## src/rtl/c1_inputs_pkg.sv

```systemverilog
// Shared constants, types and helpers for the C1 player-input sampler.
package c1_inputs_pkg;

  localparam int unsigned BtnW = 10;

  // STATUS_B byte layout on M68K_DATA[15:8]
  localparam int unsigned StbMode = 7;
  localparam int unsigned StbNwp  = 6;
  localparam int unsigned StbNcd2 = 5;
  localparam int unsigned StbNcd1 = 4;
  localparam int unsigned StbP1Lo = 2;
  localparam int unsigned StbP0Lo = 0;

  localparam logic [7:0] RELEASED_BYTE = 8'hFF;

  typedef logic [BtnW-1:0] btn_vec_t;

  // Counter width; the counter only ever reaches cycles-1 and never wraps.
  function automatic int unsigned deb_cnt_w(input int unsigned cycles);
    return $clog2(cycles + 1);
  endfunction

endpackage

```

## src/rtl/c1_debounce.sv

```systemverilog
// One controller channel: 2-FF synchroniser, whole-vector debounce, and a 1->0 press-edge pulse.
module c1_debounce
  import c1_inputs_pkg::*;
#(
  parameter int unsigned BTN_W      = 10,
  parameter int unsigned DEB_CYCLES = 16
) (
  input  logic             clk_i,
  input  logic             rst_ni,
  input  logic             ce_i,
  input  logic [BTN_W-1:0] raw_i,
  output logic [BTN_W-1:0] stable_o,
  output logic [BTN_W-1:0] press_o
);

  localparam int unsigned CntW = deb_cnt_w(DEB_CYCLES);

  logic [BTN_W-1:0] sync1_q, sync2_q;
  logic [BTN_W-1:0] cand_q, cand_d;
  logic [BTN_W-1:0] stable_q, stable_d;
  logic [CntW-1:0]  cnt_q, cnt_d;

  always_comb begin
    cand_d   = cand_q;
    stable_d = stable_q;
    cnt_d    = cnt_q;
    if (sync2_q != cand_q) begin
      // Any movement at the synchroniser restarts the count, even on a CE tick.
      cand_d = sync2_q;
      cnt_d  = '0;
    end else if (cand_q != stable_q) begin
      if (ce_i) begin
        if (cnt_q == CntW'(DEB_CYCLES - 1)) begin
          stable_d = cand_q;
          cnt_d    = '0;
        end else begin
          cnt_d = cnt_q + CntW'(1);
        end
      end
    end else begin
      cnt_d = '0;
    end
  end

  always_ff @(posedge clk_i or negedge rst_ni) begin
    if (!rst_ni) begin
      sync1_q  <= '1;
      sync2_q  <= '1;
      cand_q   <= '1;
      stable_q <= '1;
      cnt_q    <= '0;
    end else begin
      sync1_q  <= raw_i;
      sync2_q  <= sync1_q;
      cand_q   <= cand_d;
      stable_q <= stable_d;
      cnt_q    <= cnt_d;
    end
  end

  assign stable_o = stable_q;
  // Fires in the cycle before stable_q falls, so a latch sets on the same edge.
  assign press_o  = stable_q & ~stable_d;

endmodule

```

## src/rtl/c1_input_sampler.sv

```systemverilog
// C1 player-input read path: debounced controller bytes and STATUS_B onto M68K_DATA[15:8].
// Optional sticky press latches when C1_PRESS_LATCH_EN is defined.
module c1_input_sampler
  import c1_inputs_pkg::*;
#(
  parameter int unsigned NUM_PLAYERS = 2,
  parameter int unsigned BTN_W       = 10,
  parameter int unsigned DEB_CYCLES  = 16
) (
  input  logic                         CLK,
  input  logic                         nRESET,
  input  logic                         CE,
  input  logic [NUM_PLAYERS*BTN_W-1:0] P_IN,
  input  logic [NUM_PLAYERS-1:0]       nCTRL_ZONE,
  input  logic                         nSTATUSB_ZONE,
  input  logic                         nWP,
  input  logic                         nCD2,
  input  logic                         nCD1,
  input  logic                         SYSTEM_MODE,
  output logic [7:0]                   M68K_DATA,
  output logic                         DATA_OE
);

  logic [BTN_W-1:0] stable [NUM_PLAYERS];
  logic [BTN_W-1:0] press  [NUM_PLAYERS];
  logic [7:0]       ctrl_byte [NUM_PLAYERS];
  logic [7:0]       status_byte;

  // {SYSTEM_MODE, nWP, nCD2, nCD1}
  logic [3:0] misc_s1_q, misc_s2_q;

  logic [7:0] data_q, data_d;
  logic       oe_q, oe_d;

  for (genvar p = 0; p < NUM_PLAYERS; p++) begin : g_chan
    c1_debounce #(
      .BTN_W      (BTN_W),
      .DEB_CYCLES (DEB_CYCLES)
    ) u_debounce (
      .clk_i    (CLK),
      .rst_ni   (nRESET),
      .ce_i     (CE),
      .raw_i    (P_IN[p*BTN_W +: BTN_W]),
      .stable_o (stable[p]),
      .press_o  (press[p])
    );
    // Not every channel bit reaches the bus (upper bits of players 2+, press in plain builds).
    logic unused_bits;
    assign unused_bits = ^{stable[p], press[p]};
  end

  always_ff @(posedge CLK or negedge nRESET) begin
    if (!nRESET) begin
      misc_s1_q <= '1;
      misc_s2_q <= '1;
    end else begin
      misc_s1_q <= {SYSTEM_MODE, nWP, nCD2, nCD1};
      misc_s2_q <= misc_s1_q;
    end
  end

  always_comb begin
    status_byte                 = RELEASED_BYTE;
    status_byte[StbMode]        = misc_s2_q[3];
    status_byte[StbNwp]         = misc_s2_q[2];
    status_byte[StbNcd2]        = misc_s2_q[1];
    status_byte[StbNcd1]        = misc_s2_q[0];
    status_byte[StbP1Lo +: 2]   = stable[1][9:8];
    status_byte[StbP0Lo +: 2]   = stable[0][9:8];
  end

`ifdef C1_PRESS_LATCH_EN
  logic [7:0]             sticky_q [NUM_PLAYERS];
  logic [7:0]             sticky_d [NUM_PLAYERS];
  logic [NUM_PLAYERS-1:0] zone_q;

  always_comb begin
    for (int p = 0; p < int'(NUM_PLAYERS); p++) begin
      // Clear at end of read; a press in the same cycle still sets.
      sticky_d[p]  = ((~zone_q[p] & nCTRL_ZONE[p]) ? 8'h00 : sticky_q[p]) | press[p][7:0];
      ctrl_byte[p] = stable[p][7:0] & ~sticky_q[p];
    end
  end

  always_ff @(posedge CLK or negedge nRESET) begin
    if (!nRESET) begin
      zone_q <= '1;
      for (int p = 0; p < int'(NUM_PLAYERS); p++) sticky_q[p] <= '0;
    end else begin
      zone_q <= nCTRL_ZONE;
      for (int p = 0; p < int'(NUM_PLAYERS); p++) sticky_q[p] <= sticky_d[p];
    end
  end
`else
  always_comb begin
    for (int p = 0; p < int'(NUM_PLAYERS); p++) ctrl_byte[p] = stable[p][7:0];
  end
`endif

  // Lowest CTRL index wins among overlapping zones; STATUS_B beats all of them.
  always_comb begin
    oe_d   = ~nSTATUSB_ZONE | ~&nCTRL_ZONE;
    data_d = RELEASED_BYTE;
    for (int p = int'(NUM_PLAYERS) - 1; p >= 0; p--) begin
      if (!nCTRL_ZONE[p]) data_d = ctrl_byte[p];
    end
    if (!nSTATUSB_ZONE) data_d = status_byte;
  end

  always_ff @(posedge CLK or negedge nRESET) begin
    if (!nRESET) begin
      data_q <= RELEASED_BYTE;
      oe_q   <= 1'b0;
    end else begin
      data_q <= data_d;
      oe_q   <= oe_d;
    end
  end

  assign M68K_DATA = data_q;
  assign DATA_OE   = oe_q;

endmodule

```

## config.mk

```make
export PLATFORM = sky130hd
export DESIGN_NAME = c1_input_sampler
export DESIGN_NICKNAME = d
export VERILOG_FILES = /design/src/rtl/c1_inputs_pkg.sv /design/src/rtl/c1_debounce.sv /design/src/rtl/c1_input_sampler.sv
export SDC_FILE = /design/constraint.sdc
export NUM_CORES = 1
export LEC_CHECK = 0
export ABC_AREA = 1
export BUFFER_PORTS_ARGS = -buffer_cell sky130_fd_sc_hd__buf_2
export CAP_MARGIN = 20
export CORE_MARGIN = 3
export CORE_UTILIZATION = 25
export DETAILED_ROUTE_END_ITERATION = 12
export GPL_TIMING_DRIVEN = 0
export PLACE_DENSITY_LB_ADDON = 0.05
export SYNTH_ARGS = -nofsm -noshare
export SYNTH_HDL_FRONTEND = slang
export SYNTH_SLANG_ARGS = --single-unit
```

## constraint.sdc

```tcl
create_clock -name CLK -period 3.38 [get_ports CLK]
set_input_delay 0.676 -clock CLK [delete_from_list [all_inputs] [get_ports CLK]]
set_output_delay 0.676 -clock CLK [all_outputs]
set_load 0.05 [all_outputs]
```

; ---- After elaboration in Yosys (flattened, before gate mapping)
; Index checks and enable logic that the tools add are counted.
[word_totals]
output_inout_bits = 9
ff_bits = 107
in_bits = 30
elab_cells = 43
[op_classes]
bitwise = 4
mux = 11
eq_ne = 8
add_sub_neg = 2
reduce_logical = 4
[op_table]
columns = operator, n
row1 = 2-to-1 mux 5 bit, 8
row2 = inequality test 10 bit, 4
row3 = 2-to-1 mux 8 bit, 3
row4 = "adder 5 x 1 -> 5 bit, second input constant", 2
row5 = "equality test 5 x 4 -> 1 bit, second input constant", 2
row6 = AND reduction 4 bit, 2
row7 = "inequality test 3 x 2 -> 1 bit, second input constant", 2
row8 = NOT 1 bit, 3
row9 = AND reduction 2 bit, 1
row10 = logical NOT 1 bit, 1
row11 = bitwise OR 1 bit, 1

; ---- Depth between registers and ports, before layout
; Gate-level depths: netlist of run 1.
[depth]
depth_word = 5
depth_mapped = 10
depth_no_buf = 10

; ---- Cells and area by module
; Synthesis of run 1 repeated with hierarchy kept, for this count alone.
[hier_totals]
cells_unflattened = 582
area_unflattened_um2 = 4906.0
[modules_own_cells]
columns = module, cells_per_inst, seq_area_each_um2, area_per_inst_um2, n_inst
row1 = c1_debounce (g_chan[1].u_debounce), 266, 1176.1, 2150.8, 1
row2 = c1_debounce (g_chan[0].u_debounce), 236, 1176.1, 2028.2, 1
row3 = c1_input_sampler, 80, 445.4, 726.9, 1

; ---- Least setup slack after synthesis of run 1
; No wires, ideal clock.
[synth_timing]
kind = flip-flop to flip-flop
startpoint = reg g_chan[1].u_debounce.cand_q[0]
endpoint = reg g_chan[1].u_debounce.cnt_q[0]
path_stages_with_launch = 11
setup_time_ns = 0.117
arrival_ns = 1.351
period_less_slack_ns = 1.468
path_slack_ns = 1.912
required_time_ns = 3.263
path_buffers = 1
path_cell_list = dfstp_2 inv_1 nand2_1 nand2_1 nor2_1 nand2_1 nor2_4 nand2_2 buf_2 nand4_1 nand2_1
[synth_between]
elab_chain_len = 3
elab_cells_between_ends = 5
classes_between = eq/ne (3) / mux (2)
[synth_rtl]
columns = item, line_no
row1 = "start, declared", c1_debounce.sv:19  ; logic [BTN_W-1:0] cand_q, cand_d;
row2 = "start signal, assigned", c1_debounce.sv:55  ; cand_q <= cand_d;
row3 = inequality test 10 bit, c1_debounce.sv:31  ; end else if (cand_q != stable_q) begin
row4 = 2-to-1 mux 5 bit, c1_debounce.sv:31
row5 = 2-to-1 mux 5 bit, c1_debounce.sv:27  ; if (sync2_q != cand_q) begin
row6 = "end signal, assigned", c1_debounce.sv:57  ; cnt_q <= cnt_d;
row7 = "end, declared", c1_debounce.sv:21  ; logic [CntW-1:0] cnt_q, cnt_d;
; Parallel ways exist; a longest one is shown, timed or not.
; A chain may end at the register's enable or synchronous reset.

; ---- Final worst setup path of run 1
[layout_timing]
startpoint = reg data_q[5] (netlist: M68K_DATA[5])
endpoint = out M68K_DATA[5]
[layout_rtl]
columns = item, line_no
row1 = "start, declared", c1_input_sampler.sv:32  ; logic [7:0] data_q, data_d;
row2 = "start signal, assigned", c1_input_sampler.sv:115  ; data_q <= data_d;
row3 = "end, declared", c1_input_sampler.sv:20  ; output logic [7:0] M68K_DATA,
; No word-level cell between the ends.

==> impl_metrics.tcl, run 1 <==
set metrics [dict create \
    grt_pass1_vias 3128 \
    postRouteAntennaNets 0 \
    worst_r2r_path_depth 9 \
    place_congestion 0.743 \
    min_period_over_period 0.532 \
    fill_cells 1892 \
    status "finished, final reports clean" \
    diodes 0 \
    p_comb_frac 0.070 \
    area_growth_pct 16.8 \
    syn_area_per_cell_um2 9.69 \
    seqCellArea_mm2 0.00280 \
    final_area_mm2 0.00542 \
    yosysWarnings 0 \
    clock-root-buffer "clkbuf_16" \
    switchingPower_uw 608 \
    worstMarginPinSlew_ns 0.708 \
    cp_top_family "flip-flops" \
    hpwlAfterDp_mm 7.24 \
    start_kind "flop" \
    leakagePower_uw 0.00246 \
    h-tree-depth 3 \
    clk_pin_slew_ns 0.07 \
    r2r_slack_ns 1.59 \
    hold_depth 0 \
    pin_count 39 \
    initial_core_util 0.257 \
    cp.depth 1 \
    drive_gt1_frac 0.333 \
    place_ws_ns 1.53 \
    max_freq_mhz 556 \
    critPathMaxFanout 1 \
    multi_input_area_mm2 0.00150 \
    dieArea_mm2 0.0202 \
    grt_pass1_wl_mm 17.0 \
    wl_per_cell_um 13.3 \
    syn_inst 479 \
    endpoint_kind "output port" \
    power_frac_seq 0.539 \
    drt_iter0_markers 144 \
    via_count 3074 \
    port_buffers 36 \
    pwr_density_cell_mw_per_mm2 480 \
    ys_ff_latch 107 \
    critical_path_class "flop to output port" \
    post_cts_resized 0 \
    grt_max_degree 56 \
    finalSetupViolations 0 \
    skew_ns 0.00769 \
    layout_commonest_cell "nand2_1" \
    viasPerCell 4.04 \
    die_height_um 142 \
    min_from "g_chan[1].u_debounce.sync1_q[3]" \
    vdd_drop_max_uv 226 \
    placed_area_mm2 0.00514 \
    antenna_found_initial 0 \
    p_clk_frac 0.391 \
    clk_latency_ns 0.35 \
    hold_violations 0 \
    grt.overflow.total 0 \
    rsz0062_at_grt "false" \
    layout_min_cycle_time_ns 1.80 \
    slowest_delay_ns 0.52 \
    die_x_um 142 \
    yosysSeqAreaShare 0.603 \
    num_rows 49 \
    ctsHoldBuffers 0 \
    cts_tree "done" \
    maxCapViolations 0 \
    cpMaxStageDelayCell "dfstp_2" \
    p_int_uw 1990 \
    track_usage 0.109 \
    wirelength_mm 10.1 \
    switching_share 0.234 \
    yosysUniqueCellTypes 29 \
    core_mm2 0.0181 \
    cp.required_ns 2.70 \
    cts_buffer_depth 2 \
    cts_buffers 9 \
    post_cts_buffers 0 \
    crit-reg2reg-launch "g_chan[1].u_debounce.cand_q[4]" \
    relSlewSlack 0.528 \
    setup_tns_ns 0 \
    reg2reg_to "g_chan[1].u_debounce.stable_o[3]" \
    syn-cell-area_mm2 0.00464 \
    fin_nets 559 \
    drcViolationCount 0 \
    synth_nets 511 \
    final_cell_mix "nand2_1, dfstp_2, inv_1, buf_2, nand4_1" \
    worstPathArrival_ns 1.12 \
    critPathBufInv 1 \
    holdWs_ns 0.355 \
    setup_ws_ns 1.58 \
    whs_endpoint "g_chan[1].u_debounce.sync2_q[3]" \
    report.final.slew_viol_count 0 \
    drt-pass1-iter-count 4 \
    clock-sinks 107 \
    hp-class "flop to flop" \
    fin_util 0.300 \
    crit_chain "buf_2" \
]
==> area by class of cell <==
class | count | area share
Inverter | 56 | 0.0388
Clock buffer | 14 | 0.0508
Tap cell | 229 | 0.0529
Buffer | 30 | 0.0254
Sequential cell | 107 | 0.516
Timing Repair Buffer | 37 | 0.0388
Clock inverter | 1 | 0.00115
Multi-Input combinational cell | 286 | 0.276
==> metrics by stage <==
step / power [uW] / std cells
after floorplan: 1530 / 479
after global placement: 1600 / 744
after detailed placement: 1610 / 745
after CTS: 2670 / 760
after global routing: 2750 / 760
final: 2600 / 760
==> flip-flops by register name (all words and copies together), names as in the netlist <==
register and cells:
g_chan.u_debounce.cand_q 20, g_chan.u_debounce.stable_o 20, g_chan.u_debounce.sync1_q 20, g_chan.u_debounce.sync2_q 20, g_chan.u_debounce.cnt_q 10, M68K_DATA 8, misc_s1_q 4, misc_s2_q 4
DATA_OE 1
==> kinds of logic after synthesis <==
family	count (synthesis)	share of synthesized area
flops	107	0.603
xor+xnor	23	0.0434
buf+inv	86	0.0749
simple gates	240	0.244
fa+ha+maj	2	0.00539
compound gates	21	0.0297
==> worst max-delay path by stage <==
stage / end / from / slack [ns]
6_report: M68K_DATA[5] / M68K_DATA[5] / 1.58
5_1_grt: g_chan[1].u_debounce.stable_o[3] / g_chan[1].u_debounce.cand_q[4] / 1.44
4_1_cts: M68K_DATA[7] / M68K_DATA[7] / 1.56
3_5_place_dp: M68K_DATA[0] / nCTRL_ZONE[0] / 1.53
3_3_place_gp: g_chan[1].u_debounce.cnt_q[4] / nRESET / 0.31
2_1_floorplan: g_chan[1].u_debounce.cnt_q[0] / g_chan[1].u_debounce.cand_q[0] / 1.91
==> per-layer routing <==
metal / share of wire / GRT usage / wire length (um)
met4: 0.020 / 0.0500 / 206
met1: 0.52 / 0.162 / 5300
met2: 0.41 / 0.149 / 4180
met5: 0 / 0 / 0
met3: 0.042 / 0.0262 / 426
==> power by group through the flow <==
stage | logic, uW | clock network, uW | registers [uW]
final | 183 | 1020 | 1400
after global routing | 209 | 1130 | 1410
after global placement | 183 | 0 | 1420
after detailed placement | 188 | 0 | 1420
after floorplan | 88.8 | 0 | 1440
after CTS | 189 | 1080 | 1400
==> Yosys cell counts (all sizes together) <==
library cell,n,area [um^2]
nand2,148,561
dfstp,96,2520
inv,55,206
nor2,36,194
nand4,32,200
clkbuf,23,86.3
nand3,18,133
xnor2,12,105
dfrtp,11,275
xor2,11,96.3
o21ai,10,50.1
o221ai,8,70.1
buf,7,51.3
a21oi,2,10.0
and2,2,12.5
ha,2,25.0
nor3,2,20.0
or2,2,12.5
a21boi,1,7.51
clkinv,1,3.75
(Power assumes the default switching activity.)
==> run 2, diff against run 1 <==
==> constraint.sdc (replaced) <==
create_clock -name CLK -period 1.7 [get_ports CLK]
set_input_delay 0.34 -clock CLK [delete_from_list [all_inputs] [get_ports CLK]]
set_output_delay 0.34 -clock CLK [all_outputs]
set_load 0.05 [all_outputs]
==> impl_metrics.tcl, run 2 (synthesis gave the netlist of run 1 again) <==
set metrics [dict create \
    area_growth_pct 25.9 \
    clock-root-buffer "clkbuf_16" \
    clk_pin_slew_ns 0.07 \
    switchingPower_uw 1220 \
    die_x_um 142 \
    worstPathArrival_ns 1.94 \
    start_kind "flop" \
    hpwlAfterDp_mm 7.24 \
    relSlewSlack 0.529 \
    grtUsageMet1 0.162 \
    viasPerCell 4.10 \
    fin_util 0.323 \
    drcViolationCount 0 \
    clk_latency_ns 0.35 \
    seqCellArea_mm2 0.00280 \
    grt_pass1_vias 3152 \
    power.total_uw 5210 \
    setup_ws_ns 0.0569 \
    core_mm2 0.0181 \
    p_int_uw 3990 \
    critPathMaxFanout 6 \
    dieArea_mm2 0.0202 \
    diodes 0 \
    maxCapViolations 0 \
    multi_input_area_mm2 0.00161 \
    cts_buffer_depth 2 \
    power_frac_seq 0.534 \
    fill_cells 1860 \
    layout_min_cycle_time_ns 1.64 \
    cp.required_ns 1.99 \
    h-tree-depth 3 \
    place_ws_ns -0.0949 \
    pwr_density_cell_mw_per_mm2 892 \
    finalSetupViolations 0 \
    ctsHoldBuffers 0 \
    switching_share 0.235 \
    dpl.cell_count 745 \
    hp-class "input port to asynchronous set/reset pin" \
    drive_gt1_frac 0.395 \
    vdd_drop_max_uv 451 \
    track_usage 0.110 \
    drt-pass1-iter-count 4 \
    critical_path_class "flop to flop" \
    wirelength_mm 10.7 \
    antenna_found_initial 0 \
    final_cell_mix "nand2_1, dfstp_2, inv_1, buf_2, nand4_1" \
    layout_commonest_cell "nand2_1" \
    grt_pass1_wl_mm 17.1 \
    leakagePower_uw 0.00265 \
    num_rows 49 \
    postRouteAntennaNets 0 \
    endpoint_kind "flop" \
    grt_max_degree 56 \
    p_comb_frac 0.079 \
    cts_tree "done" \
    worstMarginPinSlew_ns 0.707 \
    via_count 3231 \
    grt.overflow.total 0 \
    final_cells 788 \
    pin_count 39 \
    setup_tns_ns 0 \
    port_buffers 36 \
    fin_nets 587 \
    die_height_um 142 \
    rsz0062_at_grt "true" \
    place_congestion 0.743 \
    skew_ns 0.00705 \
    top_usage_layer "met1" \
    status "finished, final reports clean" \
    hold_violations 0 \
    min_period_over_period 0.967 \
    p_clk_frac 0.387 \
    grt_use_met2 0.151 \
    cts_buffers 9 \
    report.final.slew_viol_count 0 \
    wl_per_cell_um 13.6 \
    max_freq_mhz 609 \
    initial_core_util 0.257 \
    use_met3 0.0265 \
    drt_iter0_markers 189 \
    clock-sinks 107 \
]
run 2: cell types whose count changed in the layout (fill, tap and decap cells not counted), moves of 3 or more:
| cell | before | now |
|---|---|---|
| nand2_2 | 2 | 5 |
| nand2_1 | 146 | 142 |
| buf_4 | 1 | 18 |
| nor2_2 | 2 | 8 |
| buf_12 | 0 | 5 |
| buf_2 | 40 | 37 |
| nand3_4 | 3 | 6 |
| nor2_1 | 28 | 21 |
run 2: path summary, 6_finish.rpt:
kind | start | to | slack, ns | cells past startpoint
min in group CLK | P_IN[19] | g_chan[1].u_debounce.sync1_q[9] | 0.08 | 1
max in group asynchronous | nRESET | g_chan[1].u_debounce.sync2_q[1] | 0.89 | 2
setup reg to reg | g_chan[1].u_debounce.cand_q[0] | g_chan[1].u_debounce.stable_o[6] | 0.06 | 9
hold reg to reg | g_chan[1].u_debounce.sync1_q[3] | g_chan[1].u_debounce.sync2_q[3] | 0.36 | 0
hold / removal | nRESET | g_chan[0].u_debounce.cnt_q[1] | 0.05 | 1
setup / recovery | g_chan[1].u_debounce.cand_q[0] | g_chan[1].u_debounce.stable_o[6] | 0.06 | 9
run 2: repair_timing:
item,4_1_cts,5_1_grt
cloned,0,5
gates resized for setup,5,28
buffers inserted,3,20
pin swaps,2,29
endpoints found under the setup margin,18,30
run 2: power by group through the flow:
stage / combinational [uW] / sequential (uW) / clock, uW
final: 412 / 2780 / 2020
after global routing: 464 / 2800 / 2250
after CTS: 378 / 2790 / 2140
after detailed placement: 374 / 2830 / 0
after global placement: 363 / 2830 / 0
after floorplan: 177 / 2860 / 0
run 2: area by class of cell:
| cell class | instances | area share |
|---|---|---|
| Clock buffer | 14 | 0.0471 |
| Buffer | 30 | 0.0261 |
| Clock inverter | 1 | 0.00107 |
| Inverter | 56 | 0.0360 |
| Sequential cell | 107 | 0.479 |
| Tap cell | 229 | 0.0490 |
| Multi-Input combinational cell | 288 | 0.275 |
| Timing Repair Buffer | 63 | 0.0873 |
run 2: worst max-delay path, cell delays in order (launching register included):
cell     delay (ns)
dfstp_2        0.56
inv_2          0.04
nand2_1        0.05
nand2_1        0.06
nor2_2         0.14
nand3_2        0.11
nor2_4         0.27
buf_6          0.18
nand4_1        0.09
nand2_1        0.09
run 2: through the flow:
step                hold slack (ns)  cell area (um^2)
global route                 0.0613              5850
finish                       0.0521              5850
detailed placement            0.347              5140
CTS                          0.0628              5460
floorplan                    0.0444              4640
global placement              0.346              5110
run 2: metal layers:
| layer | vias to the layer above | share of wire |
|---|---|---|
| met5 | - | 0 |
| met4 | 0 | 0.019 |
| met3 | 13 | 0.043 |
| met2 | 51 | 0.42 |
| met1 | 1523 | 0.52 |
| li1 | 1644 | - |
